`config.mk`:
```
export PLATFORM = sky130hd
export DESIGN_NAME = seven_seg_scan_driver
export DESIGN_NICKNAME = d
export VERILOG_FILES = /design/src/rtl/seven_seg_pkg.sv /design/src/rtl/seven_seg_glyph_decoder.sv /design/src/rtl/seven_seg_scan_driver.sv
export SDC_FILE = /design/constraint.sdc
export NUM_CORES = 1
export LEC_CHECK = 0
export ABC_AREA = 0
export CORE_UTILIZATION = 57
export CTS_CLUSTER_SIZE = 30
export DETAILED_ROUTE_END_ITERATION = 8
export PLACE_DENSITY = 0.8
export SYNTH_ARGS = -nofsm -noshare
export SYNTH_HDL_FRONTEND = slang
export SYNTH_SLANG_ARGS = --single-unit
```
`constraint.sdc`:
```
create_clock -name clk -period 5.6 [get_ports clk]
set_input_delay 0.84 -clock clk [delete_from_list [all_inputs] [get_ports clk]]
set_output_delay 0.84 -clock clk [all_outputs]
set_load 0.01 [all_outputs]
```
`src/rtl/seven_seg_pkg.sv`:
```
// Shared definitions for the seven-segment display path.
//   - Glyph codes for the non-hex symbols (values 0..15 are hex digits 0..F).
//   - SEG_BLANK: all segments and the decimal point off (outputs are active-low).
//   - glyph_to_seg(): 5-bit glyph code plus decimal point -> active-low {a,b,c,d,e,f,g,dp}.
package seven_seg_pkg;

  localparam logic [4:0] GLY_MINUS = 5'd16;
  localparam logic [4:0] GLY_BLANK = 5'd17;
  localparam logic [4:0] GLY_E     = 5'd18;
  localparam logic [4:0] GLY_R     = 5'd19;

  localparam logic [7:0] SEG_BLANK = 8'hFF;

  // Codes 20..31 are reserved and render blank.
  function automatic logic [7:0] glyph_to_seg(input logic [4:0] glyph, input logic dp);
    logic [7:0] s;
    case (glyph)
      5'd0:      s = 8'h03;
      5'd1:      s = 8'h9F;
      5'd2:      s = 8'h25;
      5'd3:      s = 8'h0D;
      5'd4:      s = 8'h99;
      5'd5:      s = 8'h49;
      5'd6:      s = 8'h41;
      5'd7:      s = 8'h1F;
      5'd8:      s = 8'h01;
      5'd9:      s = 8'h09;
      5'd10:     s = 8'h11;
      5'd11:     s = 8'hC1;
      5'd12:     s = 8'h63;
      5'd13:     s = 8'h85;
      5'd14:     s = 8'h61;
      5'd15:     s = 8'h71;
      GLY_MINUS: s = 8'hFD;
      GLY_E:     s = 8'h61;
      GLY_R:     s = 8'hF5;
      default:   s = SEG_BLANK;
    endcase
    // The decimal point is independent of the glyph, so even a blank glyph can show it.
    return {s[7:1], s[0] & ~dp};
  endfunction

endpackage

```
`src/rtl/seven_seg_glyph_decoder.sv`:
```
// Combinational glyph decoder.
//   glyph : 5-bit glyph code
//   dp    : 1 = decimal point lit
//   seg   : active-low {a,b,c,d,e,f,g,dp}
module seven_seg_glyph_decoder
  import seven_seg_pkg::*;
(
  input  logic [4:0] glyph,
  input  logic       dp,
  output logic [7:0] seg
);

  assign seg = glyph_to_seg(glyph, dp);

endmodule

```
`src/rtl/seven_seg_scan_driver.sv`:
```
// Time-multiplexed N-digit seven-segment scan driver.
//   clk, rst     : clock and synchronous active-high reset
//   en           : 1 = drive the display, 0 = outputs dark while the scan keeps running
//   load         : strobe that captures glyphs/dp/lz_suppress into the shadow registers
//   glyphs       : 5-bit glyph per digit, digit i = glyphs[5*i+4:5*i], digit 0 rightmost
//   dp           : decimal point per digit, 1 = lit
//   lz_suppress  : 1 = blank leading zero glyphs (digit 0 is never blanked)
//   brightness   : PWM on-time, 0 = dimmest, all-ones = full
//   seg, an      : registered active-low segment and anode drives
//   frame_done   : one-cycle pulse when the active registers take the shadow contents
// Each digit owns DWELL cycles. Cycle 0 of a dwell keeps every anode off so the segment
// change for the new digit cannot ghost onto the neighbouring digit.
module seven_seg_scan_driver
  import seven_seg_pkg::*;
#(
  parameter int NUM_DIGITS = 4,
  parameter int CLK_HZ     = 100_000_000,
  parameter int FRAME_HZ   = 1_000,
  parameter int BRIGHT_W   = 3
) (
  input  logic                    clk,
  input  logic                    rst,
  input  logic                    en,
  input  logic                    load,
  input  logic [5*NUM_DIGITS-1:0] glyphs,
  input  logic [NUM_DIGITS-1:0]   dp,
  input  logic                    lz_suppress,
  input  logic [BRIGHT_W-1:0]     brightness,
  output logic [7:0]              seg,
  output logic [NUM_DIGITS-1:0]   an,
  output logic                    frame_done
);

  localparam int DWELL = CLK_HZ / (FRAME_HZ * NUM_DIGITS);
  localparam int CW    = (DWELL > 1) ? $clog2(DWELL) : 1;
  localparam int IW    = $clog2(NUM_DIGITS);

  if (DWELL < (1 << BRIGHT_W)) begin : g_bad_dwell
    $error("seven_seg_scan_driver: DWELL too short for BRIGHT_W brightness levels");
  end
  if (NUM_DIGITS < 2) begin : g_bad_digits
    $error("seven_seg_scan_driver: NUM_DIGITS must be at least 2");
  end

  logic [CW-1:0] dwell_cnt;
  logic [IW-1:0] digit_idx;

  logic [4:0]            shadow_glyph [NUM_DIGITS];
  logic [NUM_DIGITS-1:0] shadow_dp;
  logic                  shadow_lz;
  logic [4:0]            active_glyph [NUM_DIGITS];
  logic [NUM_DIGITS-1:0] active_dp;
  logic                  active_lz;

  logic dwell_wrap;
  logic frame_wrap;
  assign dwell_wrap = (dwell_cnt == CW'(DWELL - 1));
  assign frame_wrap = dwell_wrap && (digit_idx == IW'(NUM_DIGITS - 1));

  // Leading-zero mask: walk down from the top digit while glyphs are literal zero.
  logic [NUM_DIGITS-1:0] lz_blank;
  logic                  lz_run;
  always_comb begin
    // NOTE: every variable gets a default before any conditional path; otherwise a latch is inferred.
    lz_blank = '0;
    lz_run   = active_lz;
    for (int i = NUM_DIGITS - 1; i >= 1; i--) begin
      lz_run      = lz_run && (active_glyph[i] == 5'd0);
      lz_blank[i] = lz_run;
    end
  end

  logic [4:0] cur_glyph;
  logic       cur_dp;
  logic [7:0] cur_seg;
  assign cur_glyph = lz_blank[digit_idx] ? GLY_BLANK : active_glyph[digit_idx];
  assign cur_dp    = active_dp[digit_idx];

  seven_seg_glyph_decoder u_decoder (
    .glyph (cur_glyph),
    .dp    (cur_dp),
    .seg   (cur_seg)
  );

  // PWM on-window: dwell cycles 1..on_cycles, capped so the blanking cycle always survives.
  int  on_cycles;
  logic lit;
  always_comb begin
    on_cycles = ((int'(brightness) + 1) * DWELL) >> BRIGHT_W;
    if (on_cycles > DWELL - 1) on_cycles = DWELL - 1;
    lit = (dwell_cnt != '0) && (int'(dwell_cnt) <= on_cycles);
  end

  logic [NUM_DIGITS-1:0] digit_onehot;
  always_comb begin
    digit_onehot            = '0;
    digit_onehot[digit_idx] = 1'b1;
  end

  // NOTE: all clocked state uses non-blocking assignments so every register samples pre-edge values.
  always_ff @(posedge clk) begin
    if (rst) begin
      dwell_cnt  <= '0;
      digit_idx  <= '0;
      seg        <= SEG_BLANK;
      an         <= '1;
      frame_done <= 1'b0;
      // NOTE: these small glyph arrays are reset on purpose: the display must come up blank.
      for (int i = 0; i < NUM_DIGITS; i++) begin
        shadow_glyph[i] <= GLY_BLANK;
        active_glyph[i] <= GLY_BLANK;
      end
      shadow_dp <= '0;
      active_dp <= '0;
      shadow_lz <= 1'b0;
      active_lz <= 1'b0;
    end else begin
      frame_done <= frame_wrap;

      if (dwell_wrap) begin
        dwell_cnt <= '0;
        digit_idx <= (digit_idx == IW'(NUM_DIGITS - 1)) ? '0 : digit_idx + IW'(1);
      end else begin
        dwell_cnt <= dwell_cnt + CW'(1);
      end

      // Active takes the pre-load shadow, so a load on the boundary cycle shows a frame later.
      if (frame_wrap) begin
        active_glyph <= shadow_glyph;
        active_dp    <= shadow_dp;
        active_lz    <= shadow_lz;
      end

      if (load) begin
        for (int i = 0; i < NUM_DIGITS; i++) shadow_glyph[i] <= glyphs[5*i +: 5];
        shadow_dp <= dp;
        shadow_lz <= lz_suppress;
      end

      seg <= en ? cur_seg : SEG_BLANK;
      an  <= (en && lit) ? ~digit_onehot : '1;
    end
  end

endmodule

```
==> results by group <==
Worst setup path
  • Crit path max fanout: 5
  • Startpoint Class: input pin
  • R2r worst-path depth: 8
  • Setup Crit Path Kind: in2reg
  • Worst Path Required: 5.80 ns
  • CP Capture Type: flop
  • Worst path arrival time: 5.47 ns

Job
  • Maximum capacitance violations: 0

STA
  • Unrepaired setup endpoints after global routing: false
  • Crit share post-route: 94.11%
  • Final Hold Vio Count: 0
  • Pins over their slew limit: 0
  • Final hold slack: 0.4687 ns
  • Rel. slew slack: ~44%
  • Actual slew at the worst max-slew pin: 0.8436 ns
  • Clock Skews: 0.01254 ns
  • Setup violations, final: 0
  • TNS Setup: 0 ns
  • Max Clock Freq: ~190 MHz
  • Minimum clock period: 5.270 ns

Clock tree
  • Max Root-Sink Buffers: 2
  • Worst skew pair latency: roughly 0.36 ns
  • Post-CTS Setup Inserts: 0
  • PostCTS Resize Cnt: 0
  • CTS root buf: clkbuf_8
  • CTS tree: yes
  • CTS Buf Count: 9
  • H-tree Lvls: 3
  • Clock sink count: 80
  • Post-CTS Hold Fix Bufs: 0
  • CTS clk-pin slew, worst paths: roughly 0.090 ns

Logic synthesis
  • Avg Inst Size Synth: 9.619 µm²
  • Post-synthesis register bit count: 80
  • Cells after Synth: ~460
  • EDFF count, synth: 0
  • Mapped Nets: 534
  • Synth async-reset ratio: 0%
  • YS warnings: 0
  • Top_reg_cell synth: dfxtp_1
  • Count of cell types in the netlist: 60
  • Sequential area share after synthesis: roughly 36%
  • Post-Syn Area: 4405 µm²

Min path
  • Worst hold path type: reg2reg
  • Worst hold path cell count: 1

Cells and area
  • N_diodes: 0
  • Sequential standard cell area: roughly 1600 µm²
  • Share of post-route cells with drive strength above 1: between 10 and 15%
  • Synth-to-Final Area Change: 16.64%
  • Final nets: between 500 and 600
  • Fin cells: between 600 and 700
  • Multi-input gate area: 2629 µm²
  • Fillers: ~600

Detailed routing
  • Detailed Routing Iterations Pass 1: 5
  • Antenna viol nets, final: 0
  • Post-DR vias/cell: between 5 and 6
  • Total number of vias: 3524
  • Post-route DRC: 0
  • Starting DRT DRC Count: 153
  • Wirelength, routed: about 9.3 mm
  • Drt wl/cell: approximately 15 µm

Placed design
  • I/O Buffers: 44
  • Detail Placement HPWL: 7.058 mm
  • GPL Wtd Cong: 0.9188
  • Placed Cells: 590

Die
  • Die area: slightly above 8000 µm²
  • IO Pins: 45
  • Starting Density: 59.78%
  • Die Ht: 89.92 µm
  • Die width: approximately 90 µm
  • Placeable Area: 7370 µm²
  • # rows: 31

Global routing
  • Grt total ovfl: 0
  • Global-route wire length before repair: 15.99 mm
  • Initial antenna violation count: 0
  • Number of global-route vias before repair: 3300
  • All-Layer GR Usage: 24.39%
  • Largest net degree at the start of global routing: 34

Pwr
  • IR drop worst, VDD: between 0.15 and 0.2 mV
  • Cell area power density: approximately 240 nW/µm²
  • Leakage: 2.100 nW

Run status
  • Status: finished, final reports clean
## stage by stage
stage / total power [mW] / area [µm²] / worst slack, ns / utilization (%)
after CTS: 1.228 / 5139 / 0.3936 / 69.73
after detailed placement: 0.7794 / 4927 / 0.05921 / 66.86
after global placement: 0.7762 / 4927 / 0.2707 / 66.86
after global routing: 1.275 / 5139 / 0.07894 / 69.73
final: 1.220 / 5139 / 0.3300 / 69.73
after floorplan: 0.7200 / 4405 / 0.5487 / -
## critical path: stages
cell and delay, ns:
clkdlybuf4s50_1 0.47, inv_1 0.11, ha_1 0.38, ha_1 0.34
ha_1 0.28, ha_1 0.32, a21oi_1 0.15, a2bb2oi_1 0.33
o211ai_1 0.19, a21oi_1 0.21, mux2i_1 0.20, ha_1 0.27
a22o_1 0.24, nor4_1 0.19, o21ai_0 0.18, a2111oi_0 0.43
buf_4 0.20, o311ai_0 0.14
## per-layer routing
| metal | global-route usage [%] | share of wire, % | vias up |
|---|---|---|---|
| met5 | 0 | 0 | - |
| met3 | 4.484 | 5.5 | 14 |
| met2 | 36.03 | 42 | 106 |
| li1 | - | - | 1772 |
| met1 | 36.67 | 51 | 1632 |
| met4 | 5.914 | 1.2 | 0 |
## logic make-up (layout without fill, tap and decap cells)
family | after synthesis | count (layout) | share of synthesized area (%)
compound gates | 101 | 101 | 17.47
xor+xnor | 25 | 25 | 4.970
fa+ha+maj | 44 | 44 | 12.50
buf+inv | 36 | 85 | 3.976
flops | 80 | 80 | 36.35
mux | 31 | 31 | 8.492
simple gates | 141 | 141 | 16.25
## final timing paths
| kind | start | endpoint | slack [ns] |
|---|---|---|---|
| max reg2reg | digit_idx[0] | seg[4] | 2.30 |
| max | brightness[0] | an[1] | 0.33 |
| min | shadow_glyph[5] | active_glyph[5] | 0.47 |
| min reg2reg | shadow_glyph[5] | active_glyph[5] | 0.47 |
## layout make-up
type / count / share of cell area, %
tap: 99 / 2.411
inverter: 18 / 1.558
timing repair buffer: 51 / 9.593
sequential: 80 / 31.17
clock buffer: 9 / 2.411
clock inverter: 7 / 1.704
multi-input combinational: 342 / 51.16
## flip-flops by register name (all words and copies together) (netlist names), 2 cells and up
signal        cells
seg               8
active_dp         4
shadow_glyph     20
active_glyph     20
dwell_cnt        15
digit_idx         2
an                4
shadow_dp         4
## power by group
part           total [mW]  leakage (nW)  switching, mW  internal [mW]
Clock               0.452         0.102          0.235          0.217
Combinational       0.177          1.35         0.0923         0.0848
Sequential          0.591         0.652        0.00890          0.582
Total                1.22          2.10          0.336          0.884
## cell usage after synthesis, types with 5 or more instances
master / number / share of area, %
nor4_1: 5 / 0.71
nand4_1: 6 / 0.85
a21oi_1: 13 / 1.5
dfxtp_1: 80 / 36
nor2b_1: 12 / 1.7
nand2_1: 22 / 1.9
a22o_2: 9 / 2.0
xnor2_1: 13 / 2.6
nand3_1: 13 / 1.5
o21ai_0: 14 / 1.6
clkbuf_1: 10 / 0.85
nor2_1: 51 / 4.3
nor3_1: 5 / 0.57
a22o_1: 10 / 2.0
a31oi_1: 7 / 0.99
xor2_1: 12 / 2.4
a211o_1: 8 / 1.6
ha_1: 44 / 12
o22a_2: 8 / 1.8
mux2i_1: 25 / 5.7
inv_1: 17 / 1.4
mux4_2: 5 / 2.6
## layout by cell type (no fill, tap or decap), types with 4 or more instances in the layout
cell type,Yosys,final
a211o_1,8,8
a21oi_1,13,13
a22o_1,10,10
a22o_2,9,9
a31oi_1,7,7
buf_4,0,7
clkbuf_8,0,9
clkdlybuf4s50_1,0,44
dfxtp_1,80,80
ha_1,44,44
inv_1,17,17
mux2i_1,25,25
mux4_2,5,5
nand2_1,22,22
nand2b_1,4,4
nand3_1,13,13
nand4_1,6,6
nor2_1,51,51
nor2b_1,12,12
nor3_1,5,5
nor4_1,5,5
o21ai_0,14,14
o22a_2,8,8
o311ai_0,4,4
or3_1,4,4
xnor2_1,13,13
xor2_1,12,12
(Power assumes the default switching activity.)
